==> src/rtl/fpadd_pkg.sv <==
// Shared constants and types for the FP adder batch front end.
package fpadd_pkg;

  // Avalon word addresses
  localparam logic [3:0] ADDR_A    = 4'd0;
  localparam logic [3:0] ADDR_B    = 4'd1;
  localparam logic [3:0] ADDR_RES  = 4'd2;
  localparam logic [3:0] ADDR_STAT = 4'd3;

  // Status word bit positions (also used for the clear bits on a status write)
  localparam int STAT_OP_FULL     = 0;
  localparam int STAT_RES_EMPTY   = 1;
  localparam int STAT_OVF         = 2;
  localparam int STAT_UDF         = 3;
  localparam int STAT_RES_CNT_LSB = 8;
  localparam int STAT_OP_CNT_LSB  = 16;

  // One queued addition: operand A in the upper word, operand B in the lower
  typedef struct packed {
    logic [31:0] a;
    logic [31:0] b;
  } op_pair_t;

endpackage

==> src/rtl/fpadd_fifo.sv <==
// Synchronous FIFO with occupancy count; full/empty are derived from the count.
// Push while full and pop while empty are ignored, so callers may strobe freely.
module fpadd_fifo #(
  parameter int WIDTH = 32,
  parameter int DEPTH = 8
) (
  input  logic                     clk,
  input  logic                     reset_n,
  input  logic                     i_push,
  input  logic                     i_pop,
  input  logic [WIDTH-1:0]         i_din,
  output logic [WIDTH-1:0]         o_dout,
  output logic                     o_full,
  output logic                     o_empty,
  output logic [$clog2(DEPTH):0]   o_count
);

  localparam int AW = $clog2(DEPTH);
  localparam logic [AW-1:0] PTR_ONE = 1;
  localparam logic [AW:0]   CNT_ONE = 1;
  localparam logic [AW:0]   CNT_MAX = DEPTH[AW:0];

  logic [WIDTH-1:0] r_mem [DEPTH];
  logic [AW-1:0]    r_wr_ptr;
  logic [AW-1:0]    r_rd_ptr;
  logic [AW:0]      r_count;
  logic             w_do_push;
  logic             w_do_pop;

  assign o_full    = (r_count == CNT_MAX);
  assign o_empty   = (r_count == '0);
  assign o_count   = r_count;
  assign o_dout    = r_mem[r_rd_ptr];
  assign w_do_push = i_push && !o_full;
  assign w_do_pop  = i_pop && !o_empty;

  // Storage array; contents need no reset because the count gates every read
  always_ff @(posedge clk) begin
    if (w_do_push) r_mem[r_wr_ptr] <= i_din;
  end

  // Pointers wrap naturally at the power-of-two depth; count tracks occupancy
  always_ff @(posedge clk or negedge reset_n) begin
    if (!reset_n) begin
      r_wr_ptr <= '0;
      r_rd_ptr <= '0;
      r_count  <= '0;
    end else begin
      if (w_do_push) r_wr_ptr <= r_wr_ptr + PTR_ONE;
      if (w_do_pop)  r_rd_ptr <= r_rd_ptr + PTR_ONE;
      case ({w_do_push, w_do_pop})
        2'b10:   r_count <= r_count + CNT_ONE;
        2'b01:   r_count <= r_count - CNT_ONE;
        default: r_count <= r_count;
      endcase
    end
  end

endmodule

==> src/rtl/fpadd_batch_ctrl.sv <==
// Avalon-MM slave that queues operand pairs, streams them into an external
// fixed-latency FP adder and collects the sums for the CPU to read back.
module fpadd_batch_ctrl
  import fpadd_pkg::*;
#(
  parameter int DEPTH = 8,
  parameter int LAT   = 3
) (
  input  logic        clk,
  input  logic        reset_n,
  input  logic        chipselect,
  input  logic        read,
  input  logic        write,
  input  logic [3:0]  address,
  input  logic [31:0] writedata,
  output logic [31:0] readdata,
  output logic [31:0] add_a,
  output logic [31:0] add_b,
  input  logic [31:0] add_z
);

  localparam int CW = $clog2(DEPTH) + 1;

  logic           w_acc_wr;
  logic           w_acc_rd;
  op_pair_t       w_op_din;
  op_pair_t       w_op_head;
  logic           w_op_push;
  logic           w_op_full;
  logic           w_op_empty;
  logic [CW-1:0]  w_op_count;
  logic           w_issue;
  logic [31:0]    w_res_head;
  logic           w_res_push;
  logic           w_res_pop;
  logic           w_res_full;
  logic           w_res_empty;
  logic [CW-1:0]  w_res_count;
  logic           w_capture;
  logic [7:0]     w_inflight;
  logic [LAT-1:0] w_vpipe_next;
  logic [31:0]    w_status;

  // r_issued marks the cycle the pair sits on add_a/add_b; r_vpipe then
  // follows it for LAT cycles so that r_vpipe[LAT-1] lines up with add_z.
  logic           r_issued;
  logic [LAT-1:0] r_vpipe;
  logic [31:0]    r_a_stage;
  logic           r_ovf;
  logic           r_udf;

  assign w_acc_wr   = chipselect && write;
  assign w_acc_rd   = chipselect && read;
  assign w_op_din.a = r_a_stage;
  assign w_op_din.b = writedata;
  assign w_op_push  = w_acc_wr && (address == ADDR_B) && !w_op_full;
  assign w_capture  = r_vpipe[LAT-1];
  assign w_res_push = w_capture && !w_res_full;
  assign w_res_pop  = w_acc_rd && (address == ADDR_RES) && !w_res_empty;

  // Credit: every issued pair not yet captured holds a future result slot
  assign w_issue = !w_op_empty &&
                   ((9'(w_inflight) + 9'(w_res_count)) < 9'(DEPTH));

  fpadd_fifo #(.WIDTH($bits(op_pair_t)), .DEPTH(DEPTH)) u_op_fifo (
    .clk     (clk),
    .reset_n (reset_n),
    .i_push  (w_op_push),
    .i_pop   (w_issue),
    .i_din   (w_op_din),
    .o_dout  (w_op_head),
    .o_full  (w_op_full),
    .o_empty (w_op_empty),
    .o_count (w_op_count)
  );

  fpadd_fifo #(.WIDTH(32), .DEPTH(DEPTH)) u_res_fifo (
    .clk     (clk),
    .reset_n (reset_n),
    .i_push  (w_res_push),
    .i_pop   (w_res_pop),
    .i_din   (add_z),
    .o_dout  (w_res_head),
    .o_full  (w_res_full),
    .o_empty (w_res_empty),
    .o_count (w_res_count)
  );

  // Count results still travelling through the adder
  always_comb begin
    w_inflight = {7'd0, r_issued};
    for (int i = 0; i < LAT; i++) begin
      w_inflight = w_inflight + {7'd0, r_vpipe[i]};
    end
  end

  // Valid pipe shifts one stage per clock, fed by the issue marker
  always_comb begin
    w_vpipe_next    = r_vpipe << 1;
    w_vpipe_next[0] = r_issued;
  end

  // Status word assembled from the state at the start of the cycle
  always_comb begin
    w_status = '0;
    w_status[STAT_OP_FULL]              = w_op_full;
    w_status[STAT_RES_EMPTY]            = w_res_empty;
    w_status[STAT_OVF]                  = r_ovf;
    w_status[STAT_UDF]                  = r_udf;
    w_status[STAT_RES_CNT_LSB +: 8]     = 8'(w_res_count);
    w_status[STAT_OP_CNT_LSB +: 8]      = 8'(w_op_count);
  end

  // Adder-side registers: drive the popped pair and track its latency
  always_ff @(posedge clk or negedge reset_n) begin
    if (!reset_n) begin
      add_a    <= '0;
      add_b    <= '0;
      r_issued <= 1'b0;
      r_vpipe  <= '0;
    end else begin
      r_issued <= w_issue;
      r_vpipe  <= w_vpipe_next;
      if (w_issue) begin
        add_a <= w_op_head.a;
        add_b <= w_op_head.b;
      end
    end
  end

  // Bus-side registers: staging, sticky error flags and read data
  always_ff @(posedge clk or negedge reset_n) begin
    if (!reset_n) begin
      r_a_stage <= '0;
      r_ovf     <= 1'b0;
      r_udf     <= 1'b0;
      readdata  <= '0;
    end else begin
      if (w_acc_wr) begin
        if (address == ADDR_A) r_a_stage <= writedata;
        if ((address == ADDR_B) && w_op_full) r_ovf <= 1'b1;
        if (address == ADDR_STAT) begin
          if (writedata[STAT_OVF]) r_ovf <= 1'b0;
          if (writedata[STAT_UDF]) r_udf <= 1'b0;
        end
      end
      if (w_acc_rd) begin
        case (address)
          ADDR_RES: begin
            if (w_res_empty) begin
              readdata <= '0;
              r_udf    <= 1'b1;
            end else begin
              readdata <= w_res_head;
            end
          end
          ADDR_STAT: readdata <= w_status;
          default:   readdata <= '0;
        endcase
      end
    end
  end

endmodule
==> config.mk <==
export PLATFORM = sky130hd
export DESIGN_NAME = fpadd_batch_ctrl
export DESIGN_NICKNAME = d
export VERILOG_FILES = /design/src/rtl/fpadd_pkg.sv /design/src/rtl/fpadd_fifo.sv /design/src/rtl/fpadd_batch_ctrl.sv
export SDC_FILE = /design/constraint.sdc
export NUM_CORES = 1
export LEC_CHECK = 0
export CORE_MARGIN = 2
export CORE_UTILIZATION = 25
export DETAILED_ROUTE_END_ITERATION = 8
export PLACE_DENSITY = 0.52
export SLEW_MARGIN = 20
export SYNTH_ARGS = -nofsm -noshare
export SYNTH_HDL_FRONTEND = slang
export SYNTH_SLANG_ARGS = --single-unit
==> constraint.sdc <==
create_clock -name clk -period 5.4 [get_ports clk]
set_input_delay 1.08 -clock clk [delete_from_list [all_inputs] [get_ports clk]]
set_output_delay 1.08 -clock clk [all_outputs]
set_load 0.005 [all_outputs]
==> metrics.yaml <==
status: "completed"
synthSimpleGateAreaFrac_pct: 1.960
finalNonFillerCells: 3753
htreeDepth: 3
synthCells: 1651
cellInternalPower_w: 0.01517
fp.dieW_um: 376.7
nFillCells: 13220
synth-compound-area-share_pct: 2.011
avgSynthCellArea_um2: 21.03
numPlacedInstances: 3570
finalSetupViolCount: 0
port_buffers: 168
p_comb_share_pct: 25.5
drt-pass1-iter-count: 5
cp-start-kind: "register"
clock_skew_ns: 0.04008
overflow: 0
antenna_found_initial: 12
hold_viol: 0
max_slew_margin_pct: 38.94
synthXorXnorAreaFrac_pct: 0.2522
p_switching_w: 0.006363
fmax_mhz: 260.6
cts_setup_buffers: 0
cp_data_required_time_ns: 5.95
cts_buffer_depth: 3
rsz0062_at_grt: "false"
powerDensity_nw_per_um2: 511.9
whs_ns: 0.3815
critPathCaptureType: "register"
wl_per_cell_um: 21.48
dp_hpwl_um: 46020
ys_seq_area_share_pct: 77.52
multiInputGateArea_um2: 7513
synth.area.mux_share_pct: 16.38
drive_gt1_share_pct: 22.25
hold_buffers: 0
routed_wl_um: 80620
synth_cell_types: 40
clk_pin_slew_ns: 0.06
crit_type: "register to register"
min_period_ns: 3.837
dr_total_vias: 16430
drtIter0Drc: 1220
dieArea_um2: 141900
num_rows: 136
regArea_um2: 26930
synth.cell_area_um2: 34720
p_clk_share_pct: 30.6
crit_arrival_ns: 4.39
start_util_pct: 25.22
gp_congestion: 0.7234
crit_fanout: 8
ys_seq_elements: 922
die_h_um: 376.7
maxCapViolations: 0
ys.warnings.count: 0
clock_latency_ns: 0.68
pwr-share-seq_pct: 44.0
final_util_pct: 30.55
cts-resized-gates: 0
grtUsageTotal_pct: 11.28
fp.coreArea_um2: 137700
via_per_inst: 4.378
postRouteAntennaNets: 0
area_growth_syn_to_layout_pct: 21.12
grt_pass1_vias: 17520
cts_num_sinks: 922
tns_ns: 0
period_share_pct: 71.05
p_leak_nw: 13.75
synth_fa_ha_area_share_pct: 0.6774
grt_pass1_wl_um: 118400
synth_top_family_by_area: "multiplexers"
cts-root-buf: "clkbuf_16"
cts_tree: "built"
ir_worst_vdd_mv: 0.6141
io_pins: 169
drv_slew: 0
drc: 0
worstMarginPinSlew_ns: 0.9160
final_nets: 1965
swShare_pct: 29.55
synth_fp_nets: 1741
hp-class: "register to register"
cts_made_buffers: 95
grt_max_degree: 133
-- flip-flops by register name (all words and copies together), names as in the netlist --
signal and flops:
u_op_fifo.r_rd_ptr 3, u_res_fifo.r_rd_ptr 3, readdata 32, u_op_fifo.o_count 4, u_res_fifo.r_wr_ptr 3, u_res_fifo.r_mem 256
r_a_stage 32, u_op_fifo.r_mem 512, u_op_fifo.r_wr_ptr 3, r_ovf 1, r_issued 1, add_a 32
r_vpipe 3, r_udf 1, add_b 32, u_res_fifo.o_count 4
-- final cells by class --
cell class	count	share of cell area, %
Clock inverter	39	1.151
Multi-Input combinational cell	631	17.87
Tap cell	1794	5.337
Clock buffer	138	6.322
Antenna cell	4	0.02380
Inverter	16	0.1428
Timing Repair Buffer	209	5.114
Sequential cell	922	64.04
-- cells by family after synthesis --
kind of cell	Yosys count
muxes	324
xor gates and xnor gates	10
DFF	922
and+or+nand+nor	156
adders and majority gates	17
buffers and inverters	98
AOI/OAI and AO/OA	124
-- power groups by stage --
stage               sequential (W)  clock (W)  combinational (W)
detailed placement         0.00978          0            0.00547
floorplan                  0.00912          0            0.00392
global placement           0.00972          0            0.00538
finish                     0.00946    0.00658            0.00549
global route               0.00958    0.00704            0.00605
CTS                        0.00964    0.00678            0.00550
-- routing by layer --
layer | vias to the layer above | track usage (%) | part of all wire [%]
met5 | - | 0 | 0.12
met3 | 120 | 2.986 | 6.1
met2 | 385 | 18.47 | 48
li1 | 7147 | - | -
met1 | 8763 | 14.82 | 44
met4 | 14 | 2.913 | 2.0
-- critical path: stages, from the launching register on --
cell       delay, ns
dfrtp_1         0.40
fa_1            0.48
ha_1            0.20
ha_1            0.30
ha_1            0.29
a31o_1          0.24
a2111oi_4       0.45
ha_1            0.40
ha_1            0.29
a21oi_1         0.24
o21ai_0         0.14
o311ai_0        0.32
-- cells in the final DEF, fill, tap and decap left out, types with 3 or more instances in the layout --
cell type        netlist  routed
dfrtp_1              154     148
nor2_4                 0      12
mux2_2                33      33
nand2_1               45      45
mux2i_1               98      98
nor4_1                 4       4
ha_1                  14      14
xnor2_1                6       6
clkinv_2               0      18
fa_1                   3       3
clkbuf_16              0      95
diode_2                0       4
dfrtp_4                0       4
inv_6                  0       3
clkinv_1               0       4
clkdlybuf4s50_1        0     167
inv_1                 16      16
buf_12                 0      11
a21oi_1               67      67
nor3_1                 8       4
nor2_1                76      64
buf_4                  3      29
mux4_2               192     192
edfxtp_1             768     768
xor2_1                 4       4
nand2b_1               8       8
clkbuf_1              43      31
o21ai_0               38      38
bufinv_16              0       8
clkbuf_8               0      13
a22oi_1               12      12
-- through the flow --
| stage | worst slack, ns | power (W) | area [um^2] |
|---|---|---|---|
| after global routing | 1.301 | 0.02266 | 42050 |
| after global placement | 1.288 | 0.01510 | 38850 |
| after CTS | 1.543 | 0.02191 | 42000 |
| final | 1.563 | 0.02153 | 42060 |
| after floorplan | 0.3650 | 0.01304 | 34730 |
| after detailed placement | 1.265 | 0.01525 | 38850 |
-- path summary, 6_finish.rpt --
| kind | end | slack, ns | start | depth (start not counted) |
|---|---|---|---|---|
| setup / recovery | u_op_fifo.o_count[3] | 1.56 | r_issued | 11 |
| hold / removal | r_vpipe[2] | 0.38 | r_vpipe[1] | 0 |
| setup reg to reg | u_op_fifo.o_count[3] | 1.56 | r_issued | 11 |
| hold reg to reg | r_vpipe[2] | 0.38 | r_vpipe[1] | 0 |
| max in group asynchronous | u_op_fifo.r_wr_ptr[1] | 3.82 | reset_n | 2 |
| min in group asynchronous | r_a_stage[17] | 0.50 | reset_n | 1 |
-- synth_stat cells, drive strengths merged --
| cell type | n | area, um^2 |
|---|---|---|
| nor4bb | 1 | 10.01 |
| fa | 3 | 60.06 |
| o311ai | 2 | 17.52 |
| and4 | 1 | 8.760 |
| a2111oi | 1 | 27.53 |
| mux2 | 34 | 382.9 |
| a21oi | 67 | 335.3 |
| dfrtp | 154 | 3854 |
| mux2i | 98 | 980.9 |
| mux4 | 192 | 4324 |
| nand4b | 2 | 17.52 |
| or4b | 1 | 10.01 |
| ha | 14 | 175.2 |
| o2bb2ai | 1 | 8.760 |
| a22o | 1 | 8.760 |
| nor3b | 2 | 15.01 |
| and2 | 1 | 6.260 |
| nor3 | 8 | 40.04 |
| nor4b | 1 | 8.760 |
| buf | 39 | 196.4 |
| nand2 | 45 | 168.9 |
| nor2 | 76 | 285.3 |
| nand3 | 2 | 10.01 |
| edfxtp | 768 | 23060 |
| xnor2 | 6 | 52.55 |
| clkbuf | 43 | 161.4 |
| xor2 | 4 | 35.03 |
| inv | 16 | 60.06 |
| or2 | 1 | 6.260 |
| nor4 | 4 | 25.02 |
| a31o | 1 | 8.760 |
| o41a | 1 | 11.26 |
| or3 | 2 | 12.51 |
| nand2b | 8 | 50.05 |
| a22oi | 12 | 90.09 |
| and3 | 1 | 6.260 |
| o21ai | 38 | 190.2 |
(Power assumes the default switching activity.)
